## config.mk

```make
export PLATFORM = sky130hd
export DESIGN_NAME = data_port_responder_flat
export DESIGN_NICKNAME = d
export VERILOG_FILES = /design/src/rtl/data_port_responder_pkg.sv /design/src/rtl/data_port_responder_if.sv /design/src/rtl/data_port_responder_load_align_ext.sv /design/src/rtl/data_port_responder.sv /design/src/flat_wrapper.sv
export SDC_FILE = /design/constraint.sdc
export NUM_CORES = 1
export LEC_CHECK = 0
export BUFFER_PORTS_ARGS = -buffer_cell sky130_fd_sc_hd__clkbuf_2
export CORE_MARGIN = 1
export CORE_UTILIZATION = 45
export CTS_BUF_LIST = sky130_fd_sc_hd__clkbuf_8
export DETAILED_ROUTE_END_ITERATION = 12
export PLACE_DENSITY = 0.71
export RECOVER_POWER = 25
export SLEW_MARGIN = 20
export SYNTH_ARGS = -nofsm -noshare
export SYNTH_HDL_FRONTEND = slang
export SYNTH_SLANG_ARGS = --single-unit
export TNS_END_PERCENT = 1
```

## constraint.sdc

```tcl
create_clock -name clk -period 2.4 [get_ports clk]
set_clock_uncertainty 0.2 [all_clocks]
set_input_delay 0.48 -clock clk [delete_from_list [all_inputs] [get_ports clk]]
set_output_delay 0.48 -clock clk [all_outputs]
set_load 0.005 [all_outputs]
```

## src/rtl/data_port_responder_pkg.sv

```systemverilog
// Shared encodings and constants for the CPU data-port responder.
// DATA_PORT_ALIGN_CHECK_EN adds the ERROR state used for misaligned-access rejection.
package data_port_responder_pkg;
    localparam int LEN        = 32;
    localparam int ADDR_WIDTH = 17;
    localparam int BYTE_SIZE  = 8;
    localparam int NUM_LANES  = LEN / BYTE_SIZE;

    typedef enum logic [1:0] {VIS_NONE = 2'b00, VIS_READ = 2'b01, VIS_WRITE = 2'b10, VIS_RSVD = 2'b11} vis_sig_e;
    typedef enum logic [1:0] {SZ_BYTE = 2'b00, SZ_HALF = 2'b01, SZ_WORD = 2'b10, SZ_RSVD = 2'b11} vis_size_e;
    typedef enum logic [1:0] {STS_IDLE = 2'b00, STS_BUSY = 2'b01, STS_DONE = 2'b10, STS_ERR = 2'b11} vis_status_e;

    typedef enum logic [2:0] {
        S_IDLE, S_READ, S_READ_TAIL, S_WRITE, S_DONE
`ifdef DATA_PORT_ALIGN_CHECK_EN
        , S_ERROR
`endif
    } state_e;

    // Index of the final byte of an access (n-1).
    function automatic logic [1:0] last_idx(input logic [1:0] size);
        case (size)
            SZ_BYTE: return 2'd0;
            SZ_HALF: return 2'd1;
            default: return 2'd3;
        endcase
    endfunction

    function automatic logic misaligned(input logic [1:0] size, input logic [1:0] addr_lo);
        return (size == SZ_HALF && addr_lo[0]) || (size == SZ_WORD && addr_lo != 2'b00);
    endfunction
endpackage

```

## src/rtl/data_port_responder_if.sv

```systemverilog
// CPU request/response and byte-bus signals of the data-port responder.
// slave = responder side, master = CPU + memory side.
interface data_port_responder_if;
    import data_port_responder_pkg::*;
    logic [ADDR_WIDTH-1:0] mem_data_addr;
    logic [LEN-1:0]        mem_write_data;
    logic [1:0]            memory_vis_signal;
    logic [1:0]            mem_vis_size;
    logic                  mem_sign_ext;
    logic [LEN-1:0]        mem_read_data;
    logic [1:0]            mem_vis_status;
    logic [ADDR_WIDTH-1:0] mem_vis_addr;
    logic [1:0]            mem_vis_signal;
    logic [BYTE_SIZE-1:0]  writen_data;
    logic [BYTE_SIZE-1:0]  mem_data;

    modport slave (
        input  mem_data_addr, mem_write_data, memory_vis_signal, mem_vis_size, mem_sign_ext, mem_data,
        output mem_read_data, mem_vis_status, mem_vis_addr, mem_vis_signal, writen_data
    );
    modport master (
        output mem_data_addr, mem_write_data, memory_vis_signal, mem_vis_size, mem_sign_ext, mem_data,
        input  mem_read_data, mem_vis_status, mem_vis_addr, mem_vis_signal, writen_data
    );
endinterface

```

## src/rtl/data_port_responder_load_align_ext.sv

```systemverilog
// Combinational load formatter: byte lanes + size + sign_ext -> LEN-bit result.
module load_align_ext
    import data_port_responder_pkg::*;
(
    input  logic [NUM_LANES-1:0][BYTE_SIZE-1:0] i_lanes,
    input  logic [1:0]                          i_size,
    input  logic                                i_sign_ext,
    output logic [LEN-1:0]                      o_data
);
    logic w_msb;

    always_comb begin
        w_msb  = 1'b0;
        o_data = i_lanes;
        case (i_size)
            SZ_BYTE: begin
                w_msb  = i_sign_ext & i_lanes[0][BYTE_SIZE-1];
                o_data = {{(LEN-BYTE_SIZE){w_msb}}, i_lanes[0]};
            end
            SZ_HALF: begin
                w_msb  = i_sign_ext & i_lanes[1][BYTE_SIZE-1];
                o_data = {{(LEN-2*BYTE_SIZE){w_msb}}, i_lanes[1], i_lanes[0]};
            end
            default: ;
        endcase
    end
endmodule

```

## src/rtl/data_port_responder.sv

```systemverilog
// Data-port responder: CPU word/half/byte loads and stores as little-endian byte-serial bus accesses.
// Define DATA_PORT_ALIGN_CHECK_EN to reject misaligned half/word accesses with a one-cycle error status.
module data_port_responder
    import data_port_responder_pkg::*;
(
    input  logic                  clk,
    input  logic                  rst,
    data_port_responder_if.slave  bus
);
    state_e                             r_state, w_next;
    logic [ADDR_WIDTH-1:0]              r_base;
    logic [NUM_LANES-1:0][BYTE_SIZE-1:0] r_wdata, r_lanes, w_lanes;
    logic [LEN-1:0]                     r_rdata, w_ext;
    logic [1:0]                         r_size, r_cnt, w_cap_idx;
    logic                               r_sext, w_req_ok, w_cap;

    assign w_req_ok = (bus.memory_vis_signal == VIS_READ || bus.memory_vis_signal == VIS_WRITE)
                      && bus.mem_vis_size != SZ_RSVD;

    always_ff @(posedge clk or negedge rst) begin
        if (!rst) r_state <= S_IDLE;
        else      r_state <= w_next;
    end

    always_comb begin
        w_next = r_state;
        case (r_state)
            S_IDLE: if (w_req_ok) begin
`ifdef DATA_PORT_ALIGN_CHECK_EN
                if (misaligned(bus.mem_vis_size, bus.mem_data_addr[1:0])) w_next = S_ERROR; else
`endif
                w_next = (bus.memory_vis_signal == VIS_READ) ? S_READ : S_WRITE;
            end
            S_READ:      if (r_cnt == last_idx(r_size)) w_next = S_READ_TAIL;
            S_READ_TAIL: w_next = S_DONE;
            S_WRITE:     if (r_cnt == last_idx(r_size)) w_next = S_DONE;
            S_DONE:      w_next = S_IDLE;
`ifdef DATA_PORT_ALIGN_CHECK_EN
            S_ERROR:     w_next = S_IDLE;
`endif
            default:     w_next = S_IDLE;
        endcase
    end

    // Read data lags its address by one cycle: READ cycle k returns byte k-1, READ_TAIL the last.
    always_comb begin
        w_cap     = 1'b0;
        w_cap_idx = r_cnt - 2'd1;
        w_lanes   = r_lanes;
        if (r_state == S_READ && r_cnt != 2'd0) begin
            w_cap = 1'b1;
        end else if (r_state == S_READ_TAIL) begin
            w_cap     = 1'b1;
            w_cap_idx = last_idx(r_size);
        end
        if (w_cap) w_lanes[w_cap_idx] = bus.mem_data;
    end

    load_align_ext u_ext (
        .i_lanes    (w_lanes),
        .i_size     (r_size),
        .i_sign_ext (r_sext),
        .o_data     (w_ext)
    );

    // The result is formatted from the tail byte directly so it is visible during DONE.
    always_ff @(posedge clk or negedge rst) begin
        if (!rst) begin
            r_base  <= '0;
            r_wdata <= '0;
            r_size  <= '0;
            r_sext  <= 1'b0;
            r_cnt   <= '0;
            r_lanes <= '0;
            r_rdata <= '0;
        end else begin
            if (r_state == S_IDLE && w_req_ok) begin
                r_base  <= bus.mem_data_addr;
                r_wdata <= bus.mem_write_data;
                r_size  <= bus.mem_vis_size;
                r_sext  <= bus.mem_sign_ext;
                r_cnt   <= '0;
            end else if (r_state == S_READ || r_state == S_WRITE) begin
                r_cnt <= r_cnt + 2'd1;
            end
            if (w_cap) r_lanes <= w_lanes;
            if (r_state == S_READ_TAIL) r_rdata <= w_ext;
        end
    end

    always_comb begin
        bus.mem_vis_status = STS_IDLE;
        bus.mem_vis_signal = VIS_NONE;
        bus.mem_vis_addr   = '0;
        bus.writen_data    = '0;
        case (r_state)
            S_READ: begin
                bus.mem_vis_status = STS_BUSY;
                bus.mem_vis_signal = VIS_READ;
                bus.mem_vis_addr   = r_base + ADDR_WIDTH'(r_cnt);
            end
            S_READ_TAIL: bus.mem_vis_status = STS_BUSY;
            S_WRITE: begin
                bus.mem_vis_status = STS_BUSY;
                bus.mem_vis_signal = VIS_WRITE;
                bus.mem_vis_addr   = r_base + ADDR_WIDTH'(r_cnt);
                bus.writen_data    = r_wdata[r_cnt];
            end
            S_DONE: bus.mem_vis_status = STS_DONE;
`ifdef DATA_PORT_ALIGN_CHECK_EN
            S_ERROR: bus.mem_vis_status = STS_ERR;
`endif
            default: ;
        endcase
    end

    assign bus.mem_read_data = r_rdata;
endmodule

```

## src/flat_wrapper.sv

```systemverilog
// flat-port wrapper written by rule: the top's interface ports become plain ports
module data_port_responder_flat import data_port_responder_pkg::*;
  (clk, rst, bus_mem_data_addr, bus_mem_write_data, bus_memory_vis_signal, bus_mem_vis_size, bus_mem_sign_ext, bus_mem_data, bus_mem_read_data, bus_mem_vis_status, bus_mem_vis_addr, bus_mem_vis_signal, bus_writen_data);
  data_port_responder_if bus_i ();
  input  logic clk;
  input  logic rst;
  input wire logic [$bits(bus_i.mem_data_addr)-1:0] bus_mem_data_addr;
  input wire logic [$bits(bus_i.mem_write_data)-1:0] bus_mem_write_data;
  input wire logic [$bits(bus_i.memory_vis_signal)-1:0] bus_memory_vis_signal;
  input wire logic [$bits(bus_i.mem_vis_size)-1:0] bus_mem_vis_size;
  input wire logic [$bits(bus_i.mem_sign_ext)-1:0] bus_mem_sign_ext;
  input wire logic [$bits(bus_i.mem_data)-1:0] bus_mem_data;
  output wire logic [$bits(bus_i.mem_read_data)-1:0] bus_mem_read_data;
  output wire logic [$bits(bus_i.mem_vis_status)-1:0] bus_mem_vis_status;
  output wire logic [$bits(bus_i.mem_vis_addr)-1:0] bus_mem_vis_addr;
  output wire logic [$bits(bus_i.mem_vis_signal)-1:0] bus_mem_vis_signal;
  output wire logic [$bits(bus_i.writen_data)-1:0] bus_writen_data;
  assign bus_i.mem_data_addr = bus_mem_data_addr;
  assign bus_i.mem_write_data = bus_mem_write_data;
  assign bus_i.memory_vis_signal = bus_memory_vis_signal;
  assign bus_i.mem_vis_size = bus_mem_vis_size;
  assign bus_i.mem_sign_ext = bus_mem_sign_ext;
  assign bus_i.mem_data = bus_mem_data;
  assign bus_mem_read_data = bus_i.mem_read_data;
  assign bus_mem_vis_status = bus_i.mem_vis_status;
  assign bus_mem_vis_addr = bus_i.mem_vis_addr;
  assign bus_mem_vis_signal = bus_i.mem_vis_signal;
  assign bus_writen_data = bus_i.writen_data;
  data_port_responder u_core (.clk(clk), .rst(rst), .bus(bus_i));
endmodule
```

## After elaboration in Yosys (flattened, before gate mapping)

Cells that the tools add are included.

| cells by class | value |
|---|---|
| $lt $le $gt $ge | 3 |
| bitwise logic cells | 2 |
| mux-type cells | 25 |
| reductions and logical operators | 13 |
| add/sub/neg operators | 3 |
| equal/unequal tests | 13 |

Operators by type and width:

| cell | count |
|---|---|
| case mux 32 bit (2 select lines) | 1 |
| bitwise mux 32 bit | 1 |
| two-way mux 32 bit | 1 |
| two-way mux 8 bit | 3 |
| adder 17 x 2 -> 17 bit | 1 |
| two-way mux 17 bit | 1 |
| binary-select mux 8 bit (select 2 bit) | 1 |
| demux 8 bit (select 2 bit) | 1 |
| two-way mux 2 bit | 7 |
| case mux 2 bit (2 select lines) | 3 |
| case mux 3 bit (4 select lines) | 1 |
| two-way mux 3 bit | 3 |
| equality test 3 x 2 -> 1 bit (second input constant) | 2 |
| < comparator 2 x 3 -> 1 bit (second input constant) | 2 |
| != test 2 x 1 -> 1 bit (second input constant) | 3 |
| equality test 2 x 1 -> 1 bit (second input constant) | 2 |
| equality test 2 bit | 2 |
| logical AND 1 bit | 4 |
| nonzero test 2 bit | 2 |
| equality test 3 x 1 -> 1 bit (second input constant) | 1 |
| equality test 3 bit (second input constant) | 1 |
| logical NOT 3 bit | 1 |
| AND reduction 3 bit | 1 |
| OR reduction 3 bit | 1 |
| other kinds (10) | 13 |

| storage, ports and cells | value |
|---|---|
| flip-flop bits (word level) | 121 |
| input port bits | 64 |
| word-level logic and storage cells | 73 |
| output and inout bits | 61 |

## Logic depth before layout (Yosys ltp)

Gate-level depths: netlist (run 1).

| depth | value |
|---|---|
| depth after elaboration | 12 |
| gate-level depth with buffers | 8 |
| depth with buffers taken out | 7 |

## By module

A second synthesis (run 1) with hierarchy kept.

| unflattened totals | value |
|---|---|
| cells, all modules | 481 |
| area, all modules | 6,154.7 sq um |

Modules (own cells, without submodules):

| module | times used | area an instance (sq um) | cells an instance | seq. area each (sq um) |
|---|---|---|---|---|
| data_port_responder | 1 | 5,769.3 | 415 | 3,027.9 |
| load_align_ext | 1 | 385.4 | 66 | 0.0 |

## Least setup slack after synthesis (run 1)

OpenSTA, ideal clock, no wires.

| timing path | value |
|---|---|
| path type | reg2reg |
| start | reg u_core.r_cnt[1] |
| end | reg u_core.r_rdata[24], in the netlist u_core.bus.mem_read_data[24] |
| clock period less this slack | 2.630 ns |
| buffers on the path | 1 |
| setup time | 0.146 ns |
| data required time | 2.054 ns |
| cell stages (with the launch flop) | 9 |
| arrival time | 2.284 ns |
| setup slack | -0.230 ns |
| cell sequence | dfrtp_1 -> buf_1 -> inv_1 -> ha_1 -> or4b_4 -> a21oi_4 -> nand2_4 -> mux2i_1 -> o211ai_1 |

| on the way | value |
|---|---|
| cells in the longest elaborated chain, start to end | 11 |
| elaborated cells between the ends (all ways) | 16 |
| classes of those cells | 1 x add/sub; 2 x order compare; 8 x mux; 2 x bitwise; 3 x reduce/logical |

RTL lines:

| item | RTL line | RTL |
|---|---|---|
| start: declaration | data_port_responder.sv:14 | `logic [1:0] r_size, r_cnt, w_cap_idx;` |
| start signal: assignment | data_port_responder.sv:84 | `r_cnt <= r_cnt + 2'd1;` |
| subtractor 2 x 1 -> 2 bit or nonzero test 2 bit (tied branches) | data_port_responder.sv:48, data_port_responder.sv:50 |  |
| two-way mux 2 bit or logical AND 1 bit (tied branches) | data_port_responder.sv:52, data_port_responder.sv:50 |  |
| two-way mux 2 bit | data_port_responder.sv:50 | `if (r_state == S_READ && r_cnt != 2'd0) begin` |
| < comparator 2 x 3 -> 1 bit (not written as such) or greater-or-equal comparator 2 x 1 -> 1 bit (tied branches) | data_port_responder.sv:56 | `if (w_cap) w_lanes[w_cap_idx] = bus.mem_data;` |
| logical AND 1 bit (not written as such) | data_port_responder.sv:56 |  |
| two-way mux 8 bit (not written as such) | data_port_responder.sv:56 |  |
| demux 8 bit (select 2 bit) | n/a |  |
| bitwise mux 32 bit | data_port_responder.sv:56 |  |
| two-way mux 32 bit (*) | data_port_responder.sv:56 |  |
| AND 1 bit, on equally long branches | data_port_responder_load_align_ext.sv:21, data_port_responder_load_align_ext.sv:17 |  |
| case mux 32 bit (2 select lines) (*) | data_port_responder_load_align_ext.sv:15 | `case (i_size)` |
| end signal: assignment | data_port_responder.sv:87 | `if (r_state == S_READ_TAIL) r_rdata <= w_ext;` |
| end: declaration | data_port_responder.sv:13 | `logic [LEN-1:0] r_rdata, w_ext;` |

Every way passes the cells marked *; elsewhere a longest branch is shown, timed or not.
A chain may end at the register's enable or synchronous reset.

## Worst setup path in the final report (run 1)

| timing path | value |
|---|---|
| start | reg u_core.r_base[0] |
| end | out bus_mem_vis_addr[8] |

| on the way | value |
|---|---|
| cells in the longest elaborated chain, start to end | 2 |

RTL lines:

| item | RTL line | RTL |
|---|---|---|
| start: declaration | data_port_responder.sv:11 | `logic [ADDR_WIDTH-1:0] r_base;` |
| start signal: assignment | data_port_responder.sv:78 | `r_base <= bus.mem_data_addr;` |
| adder 17 x 2 -> 17 bit | data_port_responder.sv:100, data_port_responder.sv:106 |  |
| two-way mux 17 bit | n/a |  |
| end: declaration | flat_wrapper.sv:15 | `output wire logic [$bits(bus_i.mem_vis_addr)-1:0] bus_mem_vis_addr;` |

No other way between the ends.

==> results of run 1 <==
where the power goes:
group / total [W] / internal, W / switching [W]
clock: 0.00224 / 0.00145 / 0.000788
combinational: 0.00393 / 0.00218 / 0.00174
sequential: 0.00367 / 0.00306 / 0.000611
total: 0.00983 / 0.00669 / 0.00314
sequential cells by signal, indices dropped and copies added, names as in the netlist:
| register | cells |
|---|---|
| u_core.r_size | 2 |
| u_core.bus.mem_read_data | 32 |
| u_core.r_lanes | 32 |
| u_core.r_cnt | 2 |
| u_core.r_state | 3 |
| u_core.r_sext | 1 |
| u_core.r_base | 17 |
| u_core.r_wdata | 32 |
kinds of logic after synthesis:
kind of cell	after synthesis	share of synthesized area
AO/OA/AOI/OAI	34	0.0487
XOR/XNOR	16	0.0251
multiplexers	103	0.232
buffers and inverters	45	0.0354
adder cells (fa/ha/maj)	5	0.0126
flip-flops	121	0.543
AND/OR/NAND/NOR	110	0.104
area by class of cell:
| cell class | instances | area [µm²] |
|---|---|---|
| well taps | 168 | 210 |
| flip-flops and latches | 121 | 3030 |
| repair buffers | 150 | 861 |
| fillers | 997 | 4940 |
| multi-input cells | 268 | 2430 |
| inverters | 21 | 78.8 |
| clock buffers | 21 | 289 |
| clock inverters | 11 | 214 |
cell usage after synthesis (2+ instances only):
cell       count  area share
xnor2_1        5      0.0078
inv_1         21       0.014
clkbuf_1      10      0.0067
ha_1           4      0.0090
o2bb2ai_1      8       0.013
mux2_2        61        0.12
o211ai_1      16       0.022
buf_4          3      0.0040
mux2i_1       17       0.030
nand2_4        3      0.0061
xor2_1        11       0.017
nand3b_1       2      0.0027
mux4_2         8       0.032
nor3b_1        3      0.0040
nor3_1         2      0.0018
buf_1          2      0.0013
a21oi_4        2      0.0058
nand4_1        5      0.0056
nand2b_1       2      0.0022
and3_1         9       0.010
buf_2          8      0.0072
and2_1         4      0.0045
a21oi_1        4      0.0036
nand2_1       24       0.016
and4_1         2      0.0031
nor2_1        38       0.026
nor2b_1        2      0.0022
dfrtp_1      121        0.54
nand3_1        5      0.0045
mux2_4        17       0.046
worst min path at each step:
stage / startpoint / to / slack [ps] / depth (start not counted)
after floorplan: rst / u_core.bus.mem_read_data[0]$_DFFE_PN0N_ / -20 / 0
after global placement: u_core.r_lanes[17]$_DFFE_PN0N_ / u_core.r_lanes[17]$_DFFE_PN0N_ / 260 / 2
after detailed placement: u_core.r_lanes[16]$_DFFE_PN0N_ / u_core.r_lanes[16]$_DFFE_PN0N_ / 270 / 2
after CTS: bus_mem_write_data[19] / u_core.r_wdata[19]$_DFFE_PN0P_ / 40 / 2
after global routing: bus_mem_write_data[13] / u_core.r_wdata[13]$_DFFE_PN0P_ / 50 / 2
final: bus_mem_write_data[3] / u_core.r_wdata[3]$_DFFE_PN0P_ / 80 / 2
timing repair:
| item | CTS | global route |
|---|---|---|
| endpoints found under the hold margin | 121 | 0 |
| hold buffers | 1 | 0 |
| pin swaps | 4 | 8 |
| setup endpoints to repair | 24 | 65 |
| setup buffers | 3 | 0 |
| cloned | 0 | 0 |
| gates resized for setup | 9 | 17 |
per-stage QoR:
step	hold WS [ps]	instance area, µm²	setup TNS [ps]	total power [W]	cells
after floorplan	-15.6	5610	0	0.00626	434
after global placement	263	6510	0	0.00731	724
after detailed placement	272	6510	-406	0.00751	724
after CTS	42.0	7070	-8240	0.00985	760
after global routing	49.7	7120	-11050	0.0105	760
final	76.7	7120	-6260	0.00983	760
metal layers:
metal | vias to the layer above | share of wire | wire, µm
li1 | 1801 | - | -
met1 | 1892 | 0.43 | 5120
met2 | 102 | 0.50 | 6010
met3 | 12 | 0.054 | 645
met4 | 0 | 0.014 | 172
met5 | - | 0 | 0
worst reg2reg max path, cell delays in order (launching register included):
cell and delay (ps):
dfrtp_1 390, buf_4 160, inv_1 100, ha_4 210, or4b_4 530, a21oi_4 210
nand2_4 160, mux2i_1 270, o211ai_1 120
==> reports/results.tsv, run 1 <==
metric	value	unit
outcome	finished, violations left	
failing checks	negative setup slack	
GRT Overall Usage	0.199	
Final Max Tran Viols	0	
Arr. time, crit path	2090	ps
initial core utilization	0.463	
Crit path max-delay family	adder cells	
CP Cell Sequence	ha_2 > fa_2 > and4_4 > nand4_1 > xor2_1 > nor2_1 > clkbuf_2	
die width	113	µm
Max Cap Viol	0	
Crit Path Category	reg -> out	
CTS tree	done	
clk_lat worst skew	430	ps
antenna violations before repair	0	
Final GP Congestion	0.832	
Placement Rows	40	
Lkg Pwr	3.45	nW
Core Area	12100	µm²
sequential share of the synthesized area	0.543	
cts bufs inserted	17	
Setup WS pre-CTS	-125	ps
flops & latches, synth	121	
most common cell after layout, fill and taps aside	clkbuf_2	
Vias/cell	5.01	
Slew Limit Headroom	0.266	
final core utilization	0.590	
crit path capture	bus_mem_vis_addr[8]	
min setup slack post-route	-367	ps
# H-tree levels	4	
die height	113	µm
P per Cell Area	1380	nW/µm²
Max VDD drop	0.000723	V
routing usage on met3	0.0675	
layout cells sized above 1	0.497	
HP Class	in -> reg	
Setup crit start	u_core.r_base[0]$_DFFE_PN0P_	
CP Max Fanout	6	
cells after synthesis	434	
commonest non-fill, non-tap cells in the layout	clkbuf_2, dfrtp_1, mux2_2	
slowest stage delay, CP	390	ps
Port Buf Inserts	124	
drt wl/cell	15.7	µm
R2R cell count	8	
die area	12900	µm²
asr flop ratio synth	1.00	
routed wire length	12000	µm
CTS Buffer Depth	2	
antenna viol nets, final	0	
1st-pass router iterations	4	
Layout Nets	648	
synthesized area	5580	µm²
fin crit period	2770	ps
Worst path slowest cell	dfrtp_1	
remaining global-route overflow	0	
Final setup violation count	41	
Setup crit start kind	flop	
Synth Flop Type	dfrtp_1	
post-synth cell types	45	
CP Buf/Inv Count	1	
number of global-route vias before repair	3893	
CTS clock-pin slew for the worst setup and hold paths	70	ps
RR Startpoint	u_core.r_cnt[0]$_DFFE_PN0P_	
synthesized area per cell	12.9	µm²
Least-Margin Pin Slew	1100	ps
Post-synth EDFFs	0	
I/O pin cnt	125	
CTS root buf	clkbuf_8	
n_diodes	0	
GRT Max-Usage Layer	met2	
Crit path depth	7	
Hold Vio Cnt, Final	0	
first-pass GRT wire length	19300	µm
Syn Nets	503	
Synth-to-Final Area Change	27.6	%
RR Endpoint	u_core.bus.mem_read_data[21]$_DFFE_PN0N_	
f_max	361	MHz
drt initial violations	151	
Remaining DRCs	0	
fin crit share	1.15	
Clock Sinks	121	
Critical Path End Type	output port	
DR vias	3807	
met2 Use GR	0.328	
worst reg-to-reg setup slack	-90	ps
largest net degree at the start of global routing	122	
met1 usage in global routing	0.242	
Data required, critical path	1720	ps
Synth warnings	0	
HPWL Detailed	8220	µm
RSZ-0062 raised after global routing	yes	
(Power assumes the default switching activity.)
==> run 2, diff against run 1 <==
ABC_CLOCK_PERIOD_IN_PS = 3500   (was not set)
CORE_UTILIZATION = 35   (was 45)
PLACE_DENSITY = not set   (was 0.71)
clock period = 3.5 ns   (was 2.4 ns; I/O delays follow)
==> reports/results.tsv, run 2 (synthesized netlist as in run 1, its figures left out) <==
metric	value	unit
Flop pwr share	0.419	
clock share of power	0.181	
die width	128	µm
CTS clock-pin slew for the worst setup and hold paths	70	ps
RSZ-0062 raised after global routing	no	
DR vias	3739	
multi-input logic area	2360	µm²
post-CTS setup buffer count	0	
layout cells sized above 1	0.443	
Arr. time, crit path	2290	ps
antenna violations before repair	0	
slowest stage delay, CP	430	ps
n_diodes	0	
Setup crit start kind	flop	
initial core utilization	0.363	
Crit path max-delay family	adder cells	
fin crit period	3190	ps
Max VDD drop	0.000407	V
routed wire length	12400	µm
R2R cell count	8	
Data required, critical path	2600	ps
die height	128	µm
cts bufs inserted	17	
Worst path slowest cell	fa_1	
Final GP Congestion	0.813	
outcome	finished, violations left	
Int Power	0.00399	W
Layout Nets	631	
antenna viol nets, final	0	
P_sw	0.00211	W
die area	16500	µm²
CTS Buffer Depth	2	
Hold Vio Cnt, Final	0	
I/O pin cnt	125	
failing checks	max-capacitance violations, max-slew violations	
met3 WL	780	µm
CTS tree	done	
Remaining DRCs	0	
Core Area	15400	µm²
placed cell area	6450	µm²
Slew Limit Headroom	-0.109	
Clock Sinks	121	
drt initial violations	122	
drt wl/cell	15.8	µm
Port Buf Inserts	124	
Max Cap Viol	1	
Comb pwr share	0.400	
commonest non-fill, non-tap cells in the layout	clkbuf_2, dfrtp_1, mux2_2	
GRT Overall Usage	0.163	
Lkg Pwr	3.32	nW
Least-Margin Pin Slew	1660	ps
HP Class	in -> reg	
fin area	6770	µm²
Final Max Tran Viols	68	
Critical Path End Type	output port	
largest net degree at the start of global routing	68	
worst hold path depth	2	
fin crit share	0.913	
Vias/cell	4.76	
clk_lat worst skew	440	ps
first-pass GRT wire length	20400	µm
hold_buf cts	0	
Fill cells	1476	
CP Buf/Inv Count	1	
P per Cell Area	901	nW/µm²
# H-tree levels	4	
CP Cell Sequence	ha_1 > fa_1 > and4_1 > nand3_1 > xor2_1 > nor2_1 > clkbuf_2	
number of global-route vias before repair	3983	
Crit path depth	7	
Max Used Layer	met4	
CP Max Fanout	6	
f_max	313	MHz
Final setup violation count	0	
Post-Route Setup TNS	0	ps
remaining global-route overflow	0	
CTS root buf	clkbuf_8	
cts repair resizes	0	
HPWL Detailed	8560	µm
sw frac	0.346	
1st-pass router iterations	4	
Synth-to-Final Area Change	21.3	%
WL met2	5960	µm
wire length on met1	5530	µm
Placement Rows	45	
Storage cell area	3030	µm²
most common cell after layout, fill and taps aside	clkbuf_2	
Crit Path Category	reg -> out	
==> run 2: final cells by class <==
cell class / count / share of cell area
clock buffer: 18 / 0.0366
clock inverter: 14 / 0.0140
inverter: 21 / 0.0116
multi-input combinational: 268 / 0.349
sequential: 121 / 0.447
tap: 211 / 0.0390
timing repair buffer: 133 / 0.103
==> run 2: worst paths after layout <==
check	from	end	slack, ps
min reg2reg	u_core.r_lanes[29]$_DFFE_PN0N_	u_core.r_lanes[29]$_DFFE_PN0N_	290
max in group asynchronous	rst	u_core.r_base[2]$_DFFE_PN0P_	790
min	bus_mem_write_data[19]	u_core.r_wdata[19]$_DFFE_PN0P_	290
max	u_core.r_cnt[0]$_DFFE_PN0P_	bus_mem_vis_addr[12]	310
min in group asynchronous	rst	u_core.bus.mem_read_data[6]$_DFFE_PN0N_	480
max reg2reg	u_core.r_cnt[0]$_DFFE_PN0P_	u_core.bus.mem_read_data[21]$_DFFE_PN0N_	790
==> run 2: power groups by stage <==
stage	Sequential, W	Clock, W	Combinational (W)
after global placement	0.00253	0	0.00242
after floorplan	0.00241	0	0.00185
after detailed placement	0.00258	0	0.00248
final	0.00255	0.00110	0.00244
after CTS	0.00255	0.00113	0.00249
after global routing	0.00265	0.00120	0.00272
==> run 2: through the flow <==
stage / utilization / hold WS (ps) / instances / total power, W / setup slack, ps
floorplan: - / 204 / 434 / 0.00427 / 870
global placement: 0.420 / 263 / 754 / 0.00495 / 798
detailed placement: 0.420 / 274 / 754 / 0.00506 / 749
CTS: 0.442 / 187 / 786 / 0.00618 / 257
global route: 0.440 / 255 / 786 / 0.00657 / 142
finish: 0.440 / 285 / 786 / 0.00610 / 305
==> run 2: metal layers <==
metal / vias to the layer above / GRT usage
met1: 1845 / 0.197
met3: 13 / 0.0534
met4: 0 / 0.0567
met5: - / 0
li1: 1771 / -
met2: 110 / 0.272
==> run 3, diff against run 2 <==
RECOVER_POWER = not set   (was 25)
==> reports/results.tsv, run 3 (synthesized netlist as in run 1, its figures left out) <==
metric	value	unit
crit path capture	bus_mem_vis_addr[12]	
# H-tree levels	4	
Setup crit start kind	flop	
drt initial violations	127	
layout cells sized above 1	0.445	
RR Endpoint	u_core.bus.mem_read_data[21]$_DFFE_PN0N_	
Crit Path Category	reg -> out	
Lkg Pwr	3.33	nW
CTS clock-pin slew for the worst setup and hold paths	70	ps
outcome	complete, no violations	
Storage cell area	3030	µm²
Least-Margin Pin Slew	856	ps
clk_lat worst skew	440	ps
Slew Limit Headroom	0.429	
RR Startpoint	u_core.r_cnt[0]$_DFFE_PN0P_	
Synth-to-Final Area Change	21.7	%
HP Class	in -> async	
Post-Route Setup TNS	0	ps
Core Area	15400	µm²
commonest non-fill, non-tap cells in the layout	clkbuf_2, dfrtp_1, mux2_2	
cts bufs inserted	17	
CTS root buf	clkbuf_8	
CP Max Fanout	6	
cts repair resizes	0	
DR vias	3732	
Hold Vio Cnt, Final	0	
die area	16500	µm²
most common cell after layout, fill and taps aside	clkbuf_2	
Setup crit start	u_core.r_cnt[0]$_DFFE_PN0P_	
DP Cell Count	754	
post-CTS setup buffer count	0	
I/O pin cnt	125	
first-pass GRT wire length	20400	µm
antenna violations before repair	0	
die width	128	µm
Critical Path End Type	output port	
Max Cap Viol	0	
Final GP Congestion	0.813	
die height	128	µm
antenna viol nets, final	0	
fin crit period	3190	ps
CTS Buffer Depth	2	
worst reg-to-reg setup slack	790	ps
R2R cell count	8	
fin cells	786	
largest net degree at the start of global routing	68	
n_diodes	0	
hold_buf cts	0	
min setup slack post-route	306	ps
RSZ-0062 raised after global routing	no	
Port Buf Inserts	124	
fin crit share	0.913	
Data required, critical path	2600	ps
multi-input logic area	2360	µm²
drt wl/cell	15.8	µm
Clock Sinks	121	
GRT Overall Usage	0.163	
remaining global-route overflow	0	
Setup WS pre-CTS	749	ps
Final setup violation count	0	
CTS tree	done	
P per Cell Area	898	nW/µm²
Max VDD drop	0.000407	V
Remaining DRCs	0	
Layout Nets	631	
Fill cells	1476	
Arr. time, crit path	2290	ps
number of global-route vias before repair	3983	
final core utilization	0.442	
total power	0.00610	W
Placement Rows	45	
initial core utilization	0.363	
Final Max Tran Viols	0	
routed wire length	12400	µm
1st-pass router iterations	6	
f_max	313	MHz
HPWL Detailed	8560	µm
Vias/cell	4.75	
==> run 3: per-stage QoR <==
stage,hold WS (ps),area [µm²]
final,170,6790
after global routing,226,6790
after CTS,187,6790
after detailed placement,274,6450
after global placement,263,6450
after floorplan,204,5580
==> run 3: where the power goes <==
part           switching (W)  total, W  internal, W
clock               0.000544   0.00110     0.000557
sequential          0.000461   0.00255      0.00209
combinational        0.00110   0.00244      0.00135
total                0.00210   0.00610      0.00399
==> run 3: cell type report <==
class	count	share of cell area
inverter	21	0.0116
multi-input combinational	268	0.348
sequential	121	0.446
tap	211	0.0389
timing repair buffer	133	0.105
clock buffer	18	0.0365
clock inverter	14	0.0140
==> run 3: worst min path at each step <==
stage / end / cells after the start / start
2_1_floorplan: u_core.bus.mem_read_data[0]$_DFFE_PN0N_ / 0 / rst
3_3_place_gp: u_core.r_lanes[17]$_DFFE_PN0N_ / 2 / u_core.r_lanes[17]$_DFFE_PN0N_
3_5_place_dp: u_core.r_lanes[19]$_DFFE_PN0N_ / 2 / u_core.r_lanes[19]$_DFFE_PN0N_
4_1_cts: u_core.r_lanes[6]$_DFFE_PN0N_ / 1 / rst
5_1_grt: u_core.r_lanes[6]$_DFFE_PN0N_ / 1 / rst
6_report: u_core.r_lanes[2]$_DFFE_PN0N_ / 1 / rst
==> run 3: worst max-delay path, stage by stage (launching register included) <==
cell      delay, ps
dfrtp_1         390
ha_1            220
fa_1            430
and4_1          320
nand3_1         130
xor2_1          170
nor2_1           60
clkbuf_2        140
==> run 3: routing by layer <==
layer,global-route usage,part of all wire,vias up
met5,0,0,-
met4,0.0567,0.013,0
met3,0.0534,0.058,13
met2,0.272,0.48,102
met1,0.197,0.45,1845
li1,-,-,1772
